File: config.mk
export PLATFORM = sky130hd
export DESIGN_NAME = conv_tap_sched_flat
export DESIGN_NICKNAME = d
export VERILOG_FILES = /design/src/rtl/conv_tap_sched_if.sv /design/src/rtl/conv_tap_sched.sv /design/src/flat_wrapper.sv
export SDC_FILE = /design/constraint.sdc
export NUM_CORES = 1
export LEC_CHECK = 0
export ABC_AREA = 1
export ABC_CLOCK_PERIOD_IN_PS = 2800
export BUFFER_PORTS_ARGS = -buffer_cell sky130_fd_sc_hd__buf_2
export CORE_AREA = 2 2 139 101
export DETAILED_ROUTE_END_ITERATION = 10
export DIE_AREA = 0 0 141 103
export SETUP_SLACK_MARGIN = 0.3
export SYNTH_ARGS = -nofsm -noshare
export SYNTH_HDL_FRONTEND = slang
export SYNTH_SLANG_ARGS = --single-unit
File: constraint.sdc
create_clock -name clk -period 2.8 [get_ports clk]
set_input_delay 0.56 -clock clk [delete_from_list [all_inputs] [get_ports clk]]
set_output_delay 0.56 -clock clk [all_outputs]
set_load 0.05 [all_outputs]
File: src/rtl/conv_tap_sched_if.sv
// conv_tap_sched_if: bundles the row handshake, the multiplier operand/select
// bus and the window-sum handshake of the conv tap scheduler.
//   master : the scheduler (drives mm_*, row_ready and the out_* result)
//   slave  : the surrounding environment (line buffer, mult_mux, output stage)
interface conv_tap_sched_if #(
  parameter int DW = 8,
  parameter int AW = 12
);
  // Row input handshake from the window / line-buffer front end
  logic              row_valid;
  logic              row_ready;
  logic [3*DW-1:0]   row_a;
  logic [3*DW-1:0]   row_k;

  // Shared three-tap multiplier operands, select and returned product
  logic [1:0]        mm_sel;
  logic [3*DW-1:0]   mm_a;
  logic [3*DW-1:0]   mm_k;
  logic [DW-1:0]     mm_product;

  // Window-sum handshake towards the conv output stage
  logic              out_valid;
  logic              out_ready;
  logic [AW-1:0]     out_sum;
  logic              out_ovf;

  modport master (
    input  row_valid, row_a, row_k, mm_product, out_ready,
    output row_ready, mm_sel, mm_a, mm_k, out_valid, out_sum, out_ovf
  );

  modport slave (
    output row_valid, row_a, row_k, mm_product, out_ready,
    input  row_ready, mm_sel, mm_a, mm_k, out_valid, out_sum, out_ovf
  );
endinterface

File: src/rtl/conv_tap_sched.sv
// conv_tap_sched: sequencing controller for the conv layer's shared three-tap
// multiplier. Accepts kernel-window rows, registers them onto the multiplier
// operand ports, steps the select through taps 0..2, accumulates the
// one-cycle-late products over ROWS rows and hands the window sum downstream.
//
// Optional feature macro: CONV_TAP_SAT_EN
//   defined   -> accumulator saturates at 2^AW-1 once it overflows and stays
//                there for the rest of the window
//   undefined -> accumulator wraps modulo 2^AW
//   out_ovf is a sticky per-window overflow flag in both builds.
//
// All outputs come straight from registers; next-state decisions are made
// one cycle ahead so that row_ready/mm_sel/out_valid line up with the state.
module conv_tap_sched #(
  parameter int ROWS = 3,
  parameter int DW   = 8,
  parameter int AW   = 12
) (
  input  logic               clk,
  input  logic               rst_n,
  conv_tap_sched_if.master   bus
);

  localparam int RCW = $clog2(ROWS) + 1;

  typedef enum logic [2:0] {
    IDLE     = 3'd0,
    MUL      = 3'd1,
    WAIT_ROW = 3'd2,
    DRAIN    = 3'd3,
    DONE     = 3'd4
  } state_t;

  // Sequencer state
  state_t            state_r;
  state_t            state_nxt_s;
  logic [1:0]        tap_r;
  logic [1:0]        tap_nxt_s;
  logic [RCW-1:0]    row_cnt_r;
  logic [RCW-1:0]    row_cnt_nxt_s;

  // Control strobes from the next-state logic
  logic              accept_s;
  logic              load_s;
  logic              clr_s;
  logic              last_row_s;

  // Product-pending flag: the multiplier result for last cycle's select
  logic              pend_r;

  // Accumulator and sticky overflow
  logic [AW-1:0]     acc_r;
  logic [AW-1:0]     acc_nxt_s;
  logic              ovf_r;
  logic              ovf_nxt_s;
  logic [AW:0]       sum_s;

  // Registered outputs
  logic [3*DW-1:0]   mm_a_r;
  logic [3*DW-1:0]   mm_k_r;
  logic [1:0]        mm_sel_r;
  logic              row_ready_r;
  logic              out_valid_r;

  // row_ready_r is only ever set for IDLE / WAIT_ROW, so it gates the accept
  assign accept_s   = row_ready_r & bus.row_valid;
  assign last_row_s = (row_cnt_r == RCW'(ROWS - 1));

  // Next-state, tap/row counters and row-load strobes
  always_comb begin
    state_nxt_s   = state_r;
    tap_nxt_s     = tap_r;
    row_cnt_nxt_s = row_cnt_r;
    load_s        = 1'b0;
    clr_s         = 1'b0;
    case (state_r)
      IDLE: begin
        if (accept_s) begin
          load_s        = 1'b1;
          clr_s         = 1'b1;
          row_cnt_nxt_s = '0;
          tap_nxt_s     = 2'd0;
          state_nxt_s   = MUL;
        end else begin
          state_nxt_s   = IDLE;
        end
      end
      MUL: begin
        if (tap_r == 2'd2) begin
          tap_nxt_s   = 2'd0;
          state_nxt_s = last_row_s ? DRAIN : WAIT_ROW;
        end else begin
          tap_nxt_s   = tap_r + 2'd1;
          state_nxt_s = MUL;
        end
      end
      WAIT_ROW: begin
        if (accept_s) begin
          load_s        = 1'b1;
          row_cnt_nxt_s = row_cnt_r + RCW'(1);
          tap_nxt_s     = 2'd0;
          state_nxt_s   = MUL;
        end else begin
          state_nxt_s   = WAIT_ROW;
        end
      end
      DRAIN: begin
        // Last product of the window lands in acc on this edge
        state_nxt_s = DONE;
      end
      DONE: begin
        if (bus.out_ready) begin
          state_nxt_s = IDLE;
        end else begin
          state_nxt_s = DONE;
        end
      end
      default: begin
        state_nxt_s   = IDLE;
        tap_nxt_s     = 2'd0;
        row_cnt_nxt_s = '0;
      end
    endcase
  end

  // Accumulate the delayed product; wrap or saturate on carry-out of AW bits
  always_comb begin
    sum_s     = {1'b0, acc_r} + {{(AW + 1 - DW){1'b0}}, bus.mm_product};
    acc_nxt_s = acc_r;
    ovf_nxt_s = ovf_r;
    if (clr_s) begin
      acc_nxt_s = '0;
      ovf_nxt_s = 1'b0;
    end else if (pend_r) begin
`ifdef CONV_TAP_SAT_EN
      if (ovf_r || sum_s[AW]) begin
        acc_nxt_s = {AW{1'b1}};
        ovf_nxt_s = 1'b1;
      end else begin
        acc_nxt_s = sum_s[AW-1:0];
        ovf_nxt_s = ovf_r;
      end
`else
      acc_nxt_s = sum_s[AW-1:0];
      ovf_nxt_s = ovf_r | sum_s[AW];
`endif
    end else begin
      acc_nxt_s = acc_r;
      ovf_nxt_s = ovf_r;
    end
  end

  // State, datapath and output registers with synchronous active-low reset
  always_ff @(posedge clk) begin
    if (!rst_n) begin
      state_r     <= IDLE;
      tap_r       <= 2'd0;
      row_cnt_r   <= '0;
      pend_r      <= 1'b0;
      acc_r       <= '0;
      ovf_r       <= 1'b0;
      mm_a_r      <= '0;
      mm_k_r      <= '0;
      mm_sel_r    <= 2'd0;
      row_ready_r <= 1'b0;
      out_valid_r <= 1'b0;
    end else begin
      state_r     <= state_nxt_s;
      tap_r       <= tap_nxt_s;
      row_cnt_r   <= row_cnt_nxt_s;
      pend_r      <= (state_r == MUL);
      acc_r       <= acc_nxt_s;
      ovf_r       <= ovf_nxt_s;
      if (load_s) begin
        mm_a_r <= bus.row_a;
        mm_k_r <= bus.row_k;
      end else begin
        mm_a_r <= mm_a_r;
        mm_k_r <= mm_k_r;
      end
      mm_sel_r    <= (state_nxt_s == MUL) ? (tap_nxt_s + 2'd1) : 2'd0;
      row_ready_r <= (state_nxt_s == IDLE) || (state_nxt_s == WAIT_ROW);
      out_valid_r <= (state_nxt_s == DONE);
    end
  end

  assign bus.row_ready = row_ready_r;
  assign bus.mm_sel    = mm_sel_r;
  assign bus.mm_a      = mm_a_r;
  assign bus.mm_k      = mm_k_r;
  assign bus.out_valid = out_valid_r;
  assign bus.out_sum   = acc_r;
  assign bus.out_ovf   = ovf_r;

endmodule

File: src/flat_wrapper.sv
// flat-port wrapper written by rule: the top's interface ports become plain ports
module conv_tap_sched_flat 
#(
  parameter int ROWS = 3,
  parameter int DW   = 8,
  parameter int AW   = 12
)
  (clk, rst_n, bus_row_valid, bus_row_a, bus_row_k, bus_mm_product, bus_out_ready, bus_row_ready, bus_mm_sel, bus_mm_a, bus_mm_k, bus_out_valid, bus_out_sum, bus_out_ovf);
  conv_tap_sched_if #(.DW(DW), .AW(AW)) bus_i ();
  input  logic clk;
  input  logic rst_n;
  input wire logic [$bits(bus_i.row_valid)-1:0] bus_row_valid;
  input wire logic [$bits(bus_i.row_a)-1:0] bus_row_a;
  input wire logic [$bits(bus_i.row_k)-1:0] bus_row_k;
  input wire logic [$bits(bus_i.mm_product)-1:0] bus_mm_product;
  input wire logic [$bits(bus_i.out_ready)-1:0] bus_out_ready;
  output wire logic [$bits(bus_i.row_ready)-1:0] bus_row_ready;
  output wire logic [$bits(bus_i.mm_sel)-1:0] bus_mm_sel;
  output wire logic [$bits(bus_i.mm_a)-1:0] bus_mm_a;
  output wire logic [$bits(bus_i.mm_k)-1:0] bus_mm_k;
  output wire logic [$bits(bus_i.out_valid)-1:0] bus_out_valid;
  output wire logic [$bits(bus_i.out_sum)-1:0] bus_out_sum;
  output wire logic [$bits(bus_i.out_ovf)-1:0] bus_out_ovf;
  assign bus_i.row_valid = bus_row_valid;
  assign bus_i.row_a = bus_row_a;
  assign bus_i.row_k = bus_row_k;
  assign bus_i.mm_product = bus_mm_product;
  assign bus_i.out_ready = bus_out_ready;
  assign bus_row_ready = bus_i.row_ready;
  assign bus_mm_sel = bus_i.mm_sel;
  assign bus_mm_a = bus_i.mm_a;
  assign bus_mm_k = bus_i.mm_k;
  assign bus_out_valid = bus_i.out_valid;
  assign bus_out_sum = bus_i.out_sum;
  assign bus_out_ovf = bus_i.out_ovf;
  conv_tap_sched #(.ROWS(ROWS), .DW(DW), .AW(AW)) u_core (.clk(clk), .rst_n(rst_n), .bus(bus_i));
endmodule
**Yosys cells after proc, flatten, opt, wreduce, memory -nomap -nowiden**

Index checks and enable logic that the tools add are counted.

- Register bits: 74
- Latch bits: 0
- RAM bits: 0
- Bits in read-only memories: 0
- Output and inout port bits: 65
- Memories: 0

- Add/sub/neg operators: 4
- Multiply operators: 0
- Div/mod/pow operators: 0
- Order comparisons: 0
- Equal/unequal tests: 11
- Shift operators: 0
- Mux-type cells: 15
- Bitwise operators: 4
- Reduce and logical (&&, ||, !) cells: 9

Operators by type and width:

| cell | count |
|---|---|
| 3-bit one-hot mux with 5 select lines | 1 |
| 12-bit by 8-bit adder with 13-bit output | 1 |
| 3-bit by 2-bit == test with 1-bit output (second input constant) | 4 |
| 3-bit 2-to-1 mux | 4 |
| 3-bit one-hot mux with 3 select lines | 1 |
| 3-bit by 1-bit == test with 1-bit output (second input constant) | 2 |
| 3-bit == test (second input constant) | 2 |
| 3-bit zero test | 2 |
| 2-bit 2-to-1 mux | 3 |
| 2-bit one-hot mux with 3 select lines | 1 |
| 2-bit OR reduction | 3 |
| 1-bit 2-to-1 mux | 5 |
| 2-bit by 1-bit adder with 2-bit output (second input constant) | 2 |
| 2-bit by 1-bit != test with 1-bit output (second input constant) | 2 |
| 3-bit by 1-bit adder with 3-bit output (second input constant) | 1 |
| 3-bit AND reduction | 1 |
| 3-bit OR reduction | 1 |
| 2-bit == test (second input constant) | 1 |
| 1-bit NOT | 2 |
| 2-bit AND reduction | 1 |
| 1-bit bitwise AND | 1 |
| 1-bit logical OR | 1 |
| 1-bit OR | 1 |

**Depth between registers and ports, before layout**

Gate-level depths: netlist of run 1.

- Depth in word-level cells: 6
- Depth in mapped cells: 10
- Mapped depth without buffers: 10

**Worst setup path before layout of run 1**

OpenSTA, ideal clock, no wires.

- Path kind: reg2reg
- From: reg u_core.acc_r[0] (netlist: u_core.bus.out_sum[0])
- To: reg u_core.acc_r[8] (netlist: u_core.bus.out_sum[8])
- Setup time: 119 ps
- Data arrival time: 1956 ps
- Data required time: 2681 ps
- Path slack: 725 ps
- Stages on the path, launching flop included: 10
- Path buffers: 0
- Path through: dfxtp_1 -> ha_1 -> inv_1 -> fa_1 -> o21ai_0 -> nand3_1 -> nand2_1 -> nand2_1 -> nand2_1 -> a21oi_1

- Longest elaborated chain between the ends: 1

Ends and longest elaborated chain:

| element | RTL line | text |
|---|---|---|
| start, declared | conv_tap_sched.sv:52 | `logic [AW-1:0] acc_r;` |
| start signal, assigned | conv_tap_sched.sv:172 | `acc_r <= acc_nxt_s;` |
| 12-bit by 8-bit adder with 13-bit output | conv_tap_sched.sv:128 | `sum_s = {1'b0, acc_r} + {{(AW + 1 - DW){1'b0}}, bus.mm_product};` |

No other way between the ends.
A chain may end at the register's enable or synchronous reset.

**Worst setup path in the final report of run 1**

Ends and elaborated chain as after synthesis.

==> out/results.tsv, run 1 <==
metric	value	unit
Compound-Gate Fraction of Synth Area	0.1197	
leakage power	0.002081	uW
Max-Cap Viols	0	
Hold EP	u_core.row_cnt_r[2]	
status	finished, final reports clean	
maximum vdd drop	0.2700	mV
TritonCTS clock tree	done	
GP Congestion	0.7712	
# IOs	125	
min-delay src	u_core.row_cnt_r[2]	
unrepaired setup endpoints after global routing	no	
Overflow after GRT	0	
Rows	36	
Via Count	3044	
Top FF cell, synth	dfxtp_1	
Total Routing Usage GR	0.1150	
layout cell share with drive strength beyond 1	0.2719	
Root Driver	clkbuf_16	
Synthesized Nets	515	
drt first pass iters	4	
leading area contributor after synthesis	dfxtp_1	
fin util	0.3182	
R2R Setup Slk	910	ps
largest family of logic cells by synthesized area	simple AND/OR/NAND/NOR gates	
Synth Instances	444	
CTS H-tree depth	3	
# fillers	1458	
DRC viols	0	
final wirelength	7.913	mm
clk slew on worst S/H paths	60	ps
Crit Path Max Fanout	5	
CTS resizes	0	
worst path required time	3000	ps
post-synthesis mux area share	0	
synth top area cells	dfxtp_1 (46%), nor2_1 (15%), o21ai_0 (8.4%)	
total power	2779	uW
EDFF count, synth	0	
first-pass GRT wire length	13.32	mm
DP HPWL	5.646	mm
#FFs+latches synth	74	
CTS buffer count	9	
post-cts hold buffer count	0	
ant diodes	0	
Fin Setup TNS	0	ps
clock latency on the worst-skew pair	330	ps
Final setup viols	0	
worst slew pin tran	458.8	ps
Reg2Reg Launch Point	u_core.bus.out_sum[0]	
Die X	141	um
most instantiated library cell after synthesis	nor2_1	
cell area after synthesis	3229	um2
largest net degree at the start of global routing	50	
IO Port Bufs	124	
top cell type's share of synthesized area	0.4587	
f_max	0.5294	GHz
R2R Path End	u_core.bus.out_sum[8]	
clk buf depth	2	
Worst Reg-to-Reg Cells	9	
hold-critical path depth	1	
WL/cell	10.68	um
Max Slew Vio Count	0	
XOR/XNOR Fraction of Synth Area	0.008136	
Fin Clk Skew	5.902	ps
Final nets	636	
Initial Util	0.2414	
CP Capture Type	register	
CTS Sinks	74	
Syn Area/Cell	7.273	um2
min Tclk post-route	1889	ps
Area Growth Syn to Fin	31.81	%
Startpoint Class	register	
number of nets with antenna violations after routing	0	
PD cells	652.8	nW/um2
async set-reset flop share out of synthesis	0	
data arrival time of the worst path	2090	ps
fin crit share	0.6747	
Hold Path Class	register to register	
Post-Synth Simple-Gate Area	0.2859	
adder-cell share of the synthesized area	0.04494	
library cells used by synthesis	31	
vias per cell	4.108	
Worst Setup Slack, final	911.0	ps
die area	14520	um2
pre-CTS setup slack	637.2	ps
most frequent cells after synthesis	nor2_1 (130), dfxtp_1 (74), nand2_1 (57)	
Die H	103	um
Core ar.	13380	um2
Fin. Hold Viols	0	
number of global-route vias before repair	2884	
Setup Buffers After CTS	0	
Max transition margin	0.6941	
First DRT Iteration DRCs	128	
initial antenna violation count	0	
post-synthesis sequential area ratio	0.4587	
Yosys Warn Count	0	
critical path class	register to register	
-- worst max-delay path, stage by stage (launching register included) --
cell     delay [ps]
dfxtp_1         350
ha_1            180
inv_1            50
fa_1            390
o21ai_0         310
nand3_1         120
nand2_1         170
nand2_1          70
nand2_1          60
a21oi_1          60
-- worst max-delay path by stage --
stage / slack, ps / startpoint / end / cells past startpoint
6_report: 910 / u_core.bus.out_sum[0] / u_core.bus.out_sum[8] / 9
5_1_grt: 680 / u_core.bus.out_sum[0] / u_core.bus.out_ovf / 8
4_1_cts: 900 / u_core.bus.out_sum[0] / u_core.bus.out_sum[8] / 8
3_5_place_dp: 640 / bus_mm_product[0] / u_core.bus.out_sum[8] / 10
3_3_place_gp: 650 / bus_mm_product[0] / u_core.bus.out_sum[8] / 10
2_1_floorplan: 730 / u_core.bus.out_sum[0] / u_core.bus.out_sum[8] / 9
-- flip-flops by register name, summed over array words and instances, names as in the netlist, 2 cells and up --
register,count
u_core.tap_r,2
u_core.state_r,3
u_core.bus.mm_a,24
u_core.bus.mm_k,24
u_core.bus.out_sum,12
u_core.bus.mm_sel,2
u_core.row_cnt_r,3
-- per-layer routing --
| metal | vias to the layer above | wire [um] | global-route usage |
|---|---|---|---|
| li1 | 1644 | - | - |
| met1 | 1310 | 3852 | 0.1391 |
| met2 | 80 | 3330 | 0.1865 |
| met3 | 10 | 625 | 0.05016 |
| met4 | 0 | 104 | 0.03692 |
| met5 | - | 0 | 0 |
-- layout make-up --
| class | count | area [um2] | area share |
|---|---|---|---|
| clock buffers | 9 | 225.2 | 0.05291 |
| clock inverters | 7 | 46.29 | 0.01088 |
| well taps | 171 | 214.0 | 0.05026 |
| flip-flops and latches | 74 | 1481 | 0.3480 |
| inverters | 42 | 157.7 | 0.03704 |
| multi-input cells | 310 | 1481 | 0.3480 |
| repair buffers | 128 | 650.6 | 0.1529 |
-- where the power goes --
part           switching (uW)  internal (uW)  leakage, uW
clock network             463            596     0.000127
registers                33.5           1120     0.000605
logic                     412            153      0.00135
-- layout by cell type (no fill, tap or decap), types with 2 or more instances in the layout --
cell type	count
a21oi_2	2
clkinv_2	3
nand3_1	23
buf_4	4
clkbuf_16	9
nor2_1	130
nand3b_1	2
buf_2	124
nand2_1	57
a21oi_1	14
dfxtp_1	74
o21ai_0	54
or2_2	2
clkinvlp_4	3
ha_1	10
nor3_1	2
inv_1	41
xnor2_1	2
-- through the flow --
stage	cells	instance area, um2	hold WS, ps
global route	741	4257	474.7
detailed placement	725	3985	442.7
CTS	741	4257	451.1
global placement	725	3985	436.3
finish	741	4257	446.8
floorplan	444	3229	416.5
-- cells by family (layout without fill, tap and decap cells) --
family	count (synthesis)	after routing
xor gates and xnor gates	3	3
adders and majority gates	11	11
AOI/OAI and AO/OA	73	73
and+or+nand+nor	223	223
buffers and inverters	60	186
DFF	74	74
No activity file was read; power rests on OpenSTA's default activity.
==> run 2: changes to the inputs <==
Settings changed: ABC_AREA 1 to 0, ABC_CLOCK_PERIOD_IN_PS 2800 to 1600.
Clock period 2.8 ns to 1.6 ns, I/O delays scaled along.
==> run 2 against run 1 <==
Net effect:
- the run now ends with setup timing left
- first-iteration DRC count shrank 0.78%
- die area is the same
- total power grew 93%
- sequential share of layout area shrank 10 points
==> out/results.tsv, run 2 <==
metric	value	unit
critical path class	register to register	
Initial Util	0.2411	
initial antenna violation count	0	
first-pass GRT wire length	16.17	mm
leakage power	0.002639	uW
Synth Instances	379	
EDFF count, synth	0	
layout cell share with drive strength beyond 1	0.6488	
maximum vdd drop	0.5054	mV
Rows	36	
post-synthesis sequential area ratio	0.4593	
WL/cell	16.19	um
number of nets with antenna violations after routing	0	
fin crit share	1.088	
Max Slew Vio Count	0	
Die X	141	um
ant diodes	0	
Hold Path Class	primary input to register	
Top FF cell, synth	dfxtp_1	
DP HPWL	6.735	mm
unrepaired setup endpoints after global routing	yes	
async set-reset flop share out of synthesis	0	
synth top area cells	dfxtp_1 (46%), nand2_1 (13%), a21boi_1 (12%)	
Sequential Power Share	0.372	
clk buf depth	2	
Startpoint Class	register	
vias per cell	4.622	
Syn Area/Cell	8.511	um2
final wirelength	11.85	mm
Inst Count DP	679	
most instantiated library cell after synthesis	nand2_1	
clk slew on worst S/H paths	60	ps
failing checks	setup timing	
leading area contributor after synthesis	dfxtp_1	
clock latency on the worst-skew pair	340	ps
worst slew pin tran	575.0	ps
Core ar.	13380	um2
Total Routing Usage GR	0.1460	
sw power	1628	uW
Root Driver	clkbuf_16	
drt first pass iters	4	
Crit Path Max Fanout	2	
commonest non-fill, non-tap cell in the layout	buf_2	
sw frac	0.3031	
# IOs	125	
Synthesized Nets	450	
worst path required time	1840	ps
CTS H-tree depth	3	
CP Capture Type	register	
top cell type's share of synthesized area	0.4593	
Area Growth Syn to Fin	92.16	%
pre-CTS setup slack	-214.7	ps
Die H	103	um
Clock power frac	0.373	
most frequent cells in the layout	buf_2 (76), dfxtp_1 (61), nand2_2 (46), nand2_4 (40), buf_4 (36)	
Overflow after GRT	0	
Final nets	627	
#FFs+latches synth	74	
Power Internal	3744	uW
DRC viols	0	
status	finished with violations	
f_max	0.5744	GHz
Via Count	3383	
Non-Filler Instances	732	
CTS Sinks	74	
combinational share of power	0.255	
Max transition margin	0.6126	
data arrival time of the worst path	1980	ps
Fin Clk Skew	5.986	ps
First DRT Iteration DRCs	127	
Worst Setup Slack, final	-140.9	ps
PD cells	866.7	nW/um2
cell area after synthesis	3226	um2
Final setup viols	8	
largest net degree at the start of global routing	35	
library cells used by synthesis	48	
Fin. Hold Viols	0	
number of global-route vias before repair	3098	
min Tclk post-route	1741	ps
IO Port Bufs	124	
Max-Cap Viols	0	
die area	14520	um2
CTS buffer count	9	
most frequent cells after synthesis	nand2_1 (109), dfxtp_1 (74), a21boi_1 (50)	
Yosys Warn Count	0	
GP Congestion	0.8437	
TritonCTS clock tree	done	
-- run 2: cell types whose count changed after synthesis, sizes merged, moves of 4 or more --
cell    change
nor2      -118
a21boi     +50
nand2      +50
o21ai      -48
inv        -32
nand3      -17
clkbuf      +9
a21oi       -6
and2        +6
nand2b      +5
buf         -4
nor3b       +4
-- run 2: through the flow --
stage	instance area, um2	setup TNS (ps)	utilization	power [uW]	hold slack [ps]
after floorplan	3462	-549.2	-	2593	454.9
after global placement	4369	-954.4	0.3266	2838	434.2
after detailed placement	4369	-1223	0.3266	2855	440.1
after CTS	5378	-292.7	0.4020	5146	204.3
after global routing	6198	-1160	0.4633	5601	213.2
final	6198	-428.4	0.4633	5372	217.8
-- run 2: final timing paths --
path	cells after the start	startpoint	end	slack, ps
worst max-delay path	8	u_core.bus.out_sum[0]	u_core.bus.out_sum[6]	-140
worst min-delay path	3	bus_row_k[23]	u_core.bus.mm_k[23]	220
worst max register to register	8	u_core.bus.out_sum[0]	u_core.bus.out_sum[6]	-140
worst min register to register	2	u_core.bus.mm_k[22]	u_core.bus.mm_k[22]	470
-- run 2: critical path, stage by stage, from the launching register on --
cell       delay (ps)
dfxtp_4           350
ha_4              150
inv_2              50
fa_2              210
nor2b_2            60
o2111ai_2         200
nand2_1           110
or4_1             410
o311ai_1           80
-- run 2: area by class of cell --
| cell class | count | area [um2] |
|---|---|---|
| fill | 1214 | 7179 |
| clock buffer | 11 | 232.7 |
| clock inverter | 5 | 53.80 |
| timing repair buffer | 189 | 1747 |
| sequential | 74 | 1525 |
| multi-input combinational | 272 | 2389 |
| inverter | 10 | 37.54 |
| tap | 171 | 214.0 |
-- run 2: what timing repair did --
| action | CTS | global route |
|---|---|---|
| cloned | 8 | 5 |
| gates resized for setup | 104 | 202 |
| hold buffers | 0 | 0 |
| buffers inserted | 16 | 8 |
| pin swaps | 76 | 90 |
| setup endpoints to repair | 78 | 91 |
-- run 2: per-layer routing --
layer / GRT usage / wire [um] / up-vias
met1: 0.1838 / 5317 / 1631
li1: - / - / 1651
met4: 0.06846 / 229 / 0
met3: 0.04227 / 452 / 17
met5: 0 / 0 / -
met2: 0.2338 / 5851 / 84
-- run 2: kinds of logic (layout without fill, tap and decap cells) --
logic type               after synthesis  after routing  synth area share
flip-flops                            74             74            0.4593
multiplexers                           3              3          0.009310
adder cells (fa/ha/maj)               11             11           0.04500
XOR/XNOR                               6              6           0.01629
buffers and inverters                 33            215           0.04034
AND/OR/NAND/NOR                      163            163            0.2246
AO/OA/AOI/OAI                         89             89            0.2052
-- run 2: power groups by stage --
stage                     combinational, uW  sequential, uW  clock [uW]
after floorplan                         328            2270           0
after global placement                  830            2010           0
after detailed placement                844            2010           0
after CTS                              1120            1970        2060
after global routing                   1440            2010        2150
final                                  1370            2000        2010
